[config.mk]
export PLATFORM = sky130hd
export DESIGN_NAME = char_buf_arb
export DESIGN_NICKNAME = d
export VERILOG_FILES = /design/src/rtl/char_buf_arb.sv
export SDC_FILE = /design/constraint.sdc
export NUM_CORES = 2
export LEC_CHECK = 0
export BUFFER_PORTS_ARGS = -buffer_cell sky130_fd_sc_hd__buf_2
export CAP_MARGIN = 5
export CORE_ASPECT_RATIO = 0.8
export CORE_MARGIN = 8
export CORE_UTILIZATION = 60
export CTS_CLUSTER_DIAMETER = 200
export DETAILED_ROUTE_END_ITERATION = 7
export MAX_ROUTING_LAYER = met4
export PLACE_DENSITY = 0.76
export SLEW_MARGIN = 25
export SYNTH_ARGS = -nofsm -noshare
export SYNTH_HDL_FRONTEND = slang
export SYNTH_SLANG_ARGS = --single-unit
export TNS_END_PERCENT = 1
[constraint.sdc]
create_clock -name clk -period 6.6 [get_ports clk]
set_input_delay 1.32 -clock clk [delete_from_list [all_inputs] [get_ports clk]]
set_output_delay 1.32 -clock clk [all_outputs]
set_load 0.01 [all_outputs]
[src/rtl/char_buf_arb.sv]
// char_buf_arb: 16x16 character buffer with a two-requester write arbiter and optional clear sequencer
// Ports: clk, rst_n (async, active-low); a_req/a_xy/a_code/a_gnt and b_req/b_xy/b_code/b_gnt
// write requesters; clr_req/busy clear-screen control; rd_xy/rd_code combinational read port.
// Macro CHAR_BUF_CLEAR_EN compiles in the clear sequencer; without it clr_req is ignored.
module char_buf_arb #(
  parameter logic [6:0] CLEAR_CODE = 7'h20,
  parameter int CELLS = 256
) (
  input  logic       clk,
  input  logic       rst_n,
  input  logic       a_req,
  input  logic [7:0] a_xy,
  input  logic [6:0] a_code,
  output logic       a_gnt,
  input  logic       b_req,
  input  logic [7:0] b_xy,
  input  logic [6:0] b_code,
  output logic       b_gnt,
  input  logic       clr_req,
  output logic       busy,
  input  logic [7:0] rd_xy,
  output logic [6:0] rd_code
);
  typedef enum logic {IDLE, CLEAR} state_e;
  state_e state_q;
  logic [7:0] cnt_q;
  logic clr_go, idle_ok, last_b_q, last_b_d, we;
  logic [7:0] wa;
  logic [6:0] wd;
  logic [6:0] mem_q [CELLS];
`ifdef CHAR_BUF_CLEAR_EN
  state_e state_d;
  logic [7:0] cnt_d;
  always_ff @(posedge clk or negedge rst_n) begin
    if (!rst_n) begin
      state_q <= IDLE;
      cnt_q <= '0;
    end else begin
      state_q <= state_d;
      cnt_q <= cnt_d;
    end
  end
  always_comb begin
    state_d = state_q;
    cnt_d = cnt_q;
    if (state_q == IDLE) begin
      if (clr_req) begin
        state_d = CLEAR;
        cnt_d = '0;
      end
    end else begin
      cnt_d = cnt_q + 8'd1;
      if (cnt_q == 8'(CELLS - 1)) state_d = IDLE;
    end
  end
  assign clr_go = state_q == IDLE && clr_req;
`else
  assign state_q = IDLE;
  assign cnt_q = '0;
  assign clr_go = 1'b0 & clr_req;
`endif
  assign busy = state_q == CLEAR;
  // A clear request in IDLE suppresses both grants for that cycle
  assign idle_ok = rst_n && state_q == IDLE && !clr_go;
  // last_b_q set means B won last, so A takes the next contention
  assign a_gnt = idle_ok && a_req && (!b_req || last_b_q);
  assign b_gnt = idle_ok && b_req && !(a_req && last_b_q);
  assign last_b_d = a_gnt ? 1'b0 : b_gnt ? 1'b1 : last_b_q;
  assign we = busy || a_gnt || b_gnt;
  assign wa = busy ? cnt_q : a_gnt ? a_xy : b_xy;
  assign wd = busy ? CLEAR_CODE : a_gnt ? a_code : b_code;
  always_ff @(posedge clk or negedge rst_n) begin
    if (!rst_n) last_b_q <= 1'b1;
    else last_b_q <= last_b_d;
  end
  always_ff @(posedge clk or negedge rst_n) begin
    if (!rst_n) for (int i = 0; i < CELLS; i++) mem_q[i] <= CLEAR_CODE;
    else if (we) mem_q[wa] <= wd;
  end
  assign rd_code = mem_q[rd_xy];
endmodule
**After elaboration in Yosys (flattened, before gate mapping)**

Index checks and enable logic that the tools add are counted.

- Flip-flop bits (word level): 1,793
- Bits in latches: 0
- RAM bits: 0
- Memory bits (read-only): 0
- Input bits: 43
- Output and inout port bits: 10
- Logic and storage cells: 283
- Memories kept: 0

- $add $sub $neg: 0
- $mul: 0
- Divide/modulo/power cells: 0
- Magnitude comparators: 3
- Equal/unequal tests: 0
- Shift-type cells: 0
- Multiplexer cells: 10
- Bitwise operators: 2
- Reduce and logical (&&, ||, !) cells: 11

Operator list:

| operator | count |
|---|---|
| bitwise mux 1792 bit | 1 |
| binary-select mux 7 bit (select 8 bit) | 1 |
| demux 7 bit (select 8 bit) | 1 |
| two-way mux 7 bit | 4 |
| greater-or-equal comparator 9 bit, second input constant | 2 |
| inverter 8 -> 9 bit | 2 |
| less-than comparator 9 x 1 -> 1 bit, second input constant | 1 |
| two-way mux 8 bit | 1 |
| logical AND 1 bit | 6 |
| zero test 1 bit | 2 |
| logical OR 1 bit | 2 |
| two-way mux 1 bit | 2 |
| nonzero test 2 bit | 1 |

**Depth between registers and ports, before layout**

- Word-level depth: 10
- Mapped depth: 11
- Depth with buffers taken out: 6

**Worst setup path before layout**

No wires, ideal clock.

- Kind: input -> output
- Start point: input rd_xy[0]
- End point: output rd_code[4]
- Arrival time: 3.400 ns
- Required time: 5.280 ns
- Path slack: 1.880 ns
- Stages: 9
- Buffers on the path: 4
- Cells stage by stage: buf_4 -> buf_6 -> buf_2 -> buf_2 -> mux4_2 -> a22oi_1 -> nand3_1 -> nor4_1 -> nor4_1

- Longest elaborated chain between the ends: 4

RTL lines:

| item | RTL line | text |
|---|---|---|
| from (decl) | 21 | `input logic [7:0] rd_xy,` |
| inverter 8 -> 9 bit (implied by the code) | 80 | `assign rd_code = mem_q[rd_xy];` |
| binary-select mux 7 bit (select 8 bit) | 80 |  |
| two-way mux 7 bit (implied by the code) (2 in series) | 80 |  |
| to (decl) | 22 | `output logic [6:0] rd_code` |

No other way between the ends. The select of a mux whose other input is x is not followed.

**Final worst setup path**

- Start point: input rd_xy[1]
- End point: output rd_code[5]

Same word-level chain as after synthesis.

==> run_results.csv <==
group,metric,value,unit
placed_design,io_buffers,50,
clocking,htree_levels,4,
global_route,grt_pass1_wl,324000,um
synthesis,synth_top_family_by_area,"multiplexers",
setup_path,cp_num_buf_inv,2,
sta,hold_viol_final,0,
routing,wl,211000,um
power_and_ir_drop,combinationalPowerShare,9.3,%
synthesis,synth.avg_cell_area,15.3,um2
final_layout,drive_gt1_share,57.1,%
sta,setup_viol,0,
clocking,cts_tree,"built",
sta,rsz0062_at_grt,"false",
synthesis,synth.net_count,5460,
clocking,clockBufferDepth,3,
placed_design,place_area,85300,um2
floorplanning,rows,122,
worst_hold_path,hold_path_class,"in -> async",
synthesis,synth-seq-area-share,54.5,%
synthesis,synthMuxAreaShare,37.0,%
setup_path,worstPathArrival,5060,ps
synthesis,synth_xor_area_share,0,%
power_and_ir_drop,sw_frac_of_total,24.2,%
synthesis,synth-seq-cells,1793,
clocking,cts.sinks,1793,
setup_path,crit_chain,"buf_8 -> nand2_1 -> o22ai_1 -> nor3b_1 -> o41ai_1 -> nor3_1 -> nor4_1 -> buf_2",
floorplanning,die_area,150000,um2
placed_design,hpwlAfterDp,133000,um
synthesis,synthAdderAreaFrac,0,%
synthesis,yosys_most_used_dff,"dfrtp_1",
routing,wire_per_inst,28.4,um
synthesis,yosys.area_share.simple,3.61,%
setup_path,crit_fanout,50,
setup_path,path_class,"in -> out",
clocking,cts-hold-fix-buffers,0,
sta,post-route-period-util,96.7,%
power_and_ir_drop,p_int,18.3,mW
final_layout,nFillCells,9651,
clocking,clk_pin_slew,60,ps
floorplanning,io-pin-count,53,
final_layout,area_delta_synth_final,10.1,%
power_and_ir_drop,worst_ir_drop_vdd,0.227,mV
floorplanning,die_w,431,um
sta,maxSlewViolCount,0,
routing,drt_iter0_markers,4223,
final_layout,design_area,91200,um2
routing,firstDrtPassIters,6,
setup_path,crit_family,"simple AND/OR/NAND/NOR gates",
setup_path,critPathCaptureType,"output pin",
synthesis,synth.distinct_cells,61,
run_status,status,"finished, final reports clean",
sta,fin_skew,14.4,ps
power_and_ir_drop,pwr-share-seq,49.3,%
flow_run,drv_cap,0,
routing,num_vias,48500,
routing,drcViolationCount,0,
sta,fmax,0.157,GHz
setup_path,cp_data_required_time,5280,ps
routing,antenna_left,0,
placed_design,place.gp.congestion,0.894,
sta,period_minus_slack,6380,ps
synthesis,yosysWarnings,0,
global_route,grt_overflow,0,
synthesis,syn_area,82900,um2
global_route,grt_pass1_vias,50500,
clocking,ctsResizeCount,0,
power_and_ir_drop,switching_power,5.85,mW
clocking,clk_latency,800,ps
clocking,post-cts-setup-buffers,0,
final_layout,layout.nets,5437,
routing,avgViaCountPerCell,6.54,
power_and_ir_drop,pwr-share-clk,41.4,%
sta,worstMarginPinSlew,1110,ps
setup_path,slowest_delay,1000,ps
clocking,numCtsBuffers,171,
floorplanning,fp.dieH,348,um
clocking,root_buffer,"clkbuf_16",
global_route,grt_max_degree,173,
sta,fin_setup_tns,0,ps
global_route,antenna_found_initial,12,
synthesis,synth_edf_count,0,
synthesis,synth-compound-area-share,2.64,%
sta,relSlewSlack,25.3,%
floorplanning,initial_core_util,60.2,%
synthesis,netlist_instances,5417,
setup_path,crit_path_top_delay_cell,"nor4_1",
global_route,grt_usage,29.0,%
floorplanning,core,138000,um2
synthesis,async_reset_ff_share,100,%
power_and_ir_drop,powerDensity,265,nW/um2
setup_path,cp-start-kind,"input port",
power_and_ir_drop,leakage,42.2,nW
-- area by class of cell --
cell class / instances / area (um2) / area share, %
multi-input cells: 3210 / 36000 / 39.5
flip-flops and latches: 1793 / 45200 / 49.5
repair buffers: 216 / 1910 / 2.10
clock buffers: 278 / 5280 / 5.79
well taps: 1860 / 2330 / 2.55
inverters: 2 / 7.51 / 0.00823
diodes: 9 / 22.5 / 0.0247
clock inverters: 45 / 453 / 0.496
-- logic make-up (layout without fill, tap and decap cells) --
kind of cell,count (synthesis),count (layout)
AO/OA/AOI/OAI,320,320
buffers and inverters,414,541
flip-flops,1793,1793
multiplexers,2353,2353
other,1,10
AND/OR/NAND/NOR,536,536
-- metrics by stage --
stage	utilization, %	cells	total power [mW]	hold WS (ps)	worst slack, ps
6_report	66.3	7413	24.2	424	216
5_1_grt	66.3	7409	25.0	423	195
4_1_cts	66.1	7399	24.3	378	360
3_5_place_dp	62.0	7076	14.4	485	384
3_3_place_gp	62.0	7076	14.3	474	390
2_1_floorplan	-	5417	13.4	464	1880
-- worst register-to-register path, cell delays in order, from the launching register on --
cell	delay (ps)
dfstp_2	550
inv_1	70
a21oi_4	130
buf_4	350
mux2i_2	810
nand3_1	890
buf_4	490
nor2_2	460
mux2_2	410
-- registers in the layout (all words and copies together), names as in the netlist --
name,flops
mem_q,1792
last_b_q,1
-- path summary, 6_finish.rpt --
kind,startpoint,endpoint,slack [ps],cells after the start
worst max-delay path,rd_xy[1],rd_code[5],220,8
worst min-delay path,rst_n,mem_q[1390],420,1
worst max register to register,last_b_q,mem_q[1413],2320,8
worst min register to register,mem_q[1779],mem_q[1779],490,1
max in group asynchronous,rst_n,mem_q[167],2660,5
min in group clk,mem_q[1779],mem_q[1779],490,1
-- Yosys cell counts (28+ instances only) --
| cell type | n | area share (%) |
|---|---|---|
| nor4_1 | 28 | 0.21 |
| a21oi_1 | 49 | 0.30 |
| clkbuf_1 | 282 | 1.3 |
| dfrtp_1 | 1536 | 46 |
| nor2_2 | 160 | 1.2 |
| mux2_2 | 1827 | 25 |
| mux4_2 | 386 | 10 |
| a22oi_1 | 121 | 1.1 |
| dfstp_2 | 257 | 8.1 |
| nand3_1 | 44 | 0.27 |
| o22ai_1 | 49 | 0.37 |
| nor2_1 | 43 | 0.19 |
| nand2_1 | 119 | 0.54 |
| buf_2 | 95 | 0.57 |
| mux2i_1 | 131 | 1.6 |
-- metal layers --
| metal | vias to the layer above | track usage (%) | share of wire, % |
|---|---|---|---|
| met2 | 1598 | 41.7 | 46 |
| met1 | 26300 | 41.0 | 43 |
| met3 | 420 | 6.50 | 8.0 |
| met4 | 0 | 10.4 | 3.8 |
| li1 | 20200 | - | - |
| met5 | - | - | 0 |
-- power groups by stage --
| stage | logic (mW) | clock network, mW | registers [mW] |
|---|---|---|---|
| 2_1_floorplan | 1.43 | 0 | 12.0 |
| 3_3_place_gp | 2.18 | 0 | 12.1 |
| 3_5_place_dp | 2.24 | 0 | 12.1 |
| 4_1_cts | 2.25 | 10.2 | 11.9 |
| 5_1_grt | 2.41 | 10.6 | 12.0 |
| 6_report | 2.26 | 10.0 | 11.9 |
-- layout by cell type, fill, tap and decap left out, drive strengths merged, types with 49 or more instances in the layout --
| cell type | instances |
|---|---|
| mux4 | 386 |
| nand3 | 49 |
| dfrtp | 1536 |
| mux2 | 1833 |
| dfstp | 257 |
| a21oi | 50 |
| buf | 216 |
| nand2 | 138 |
| a22oi | 121 |
| nor2 | 203 |
| clkbuf | 278 |
| mux2i | 134 |
| o22ai | 49 |
Note: power is estimated with default switching activity, not from simulation.
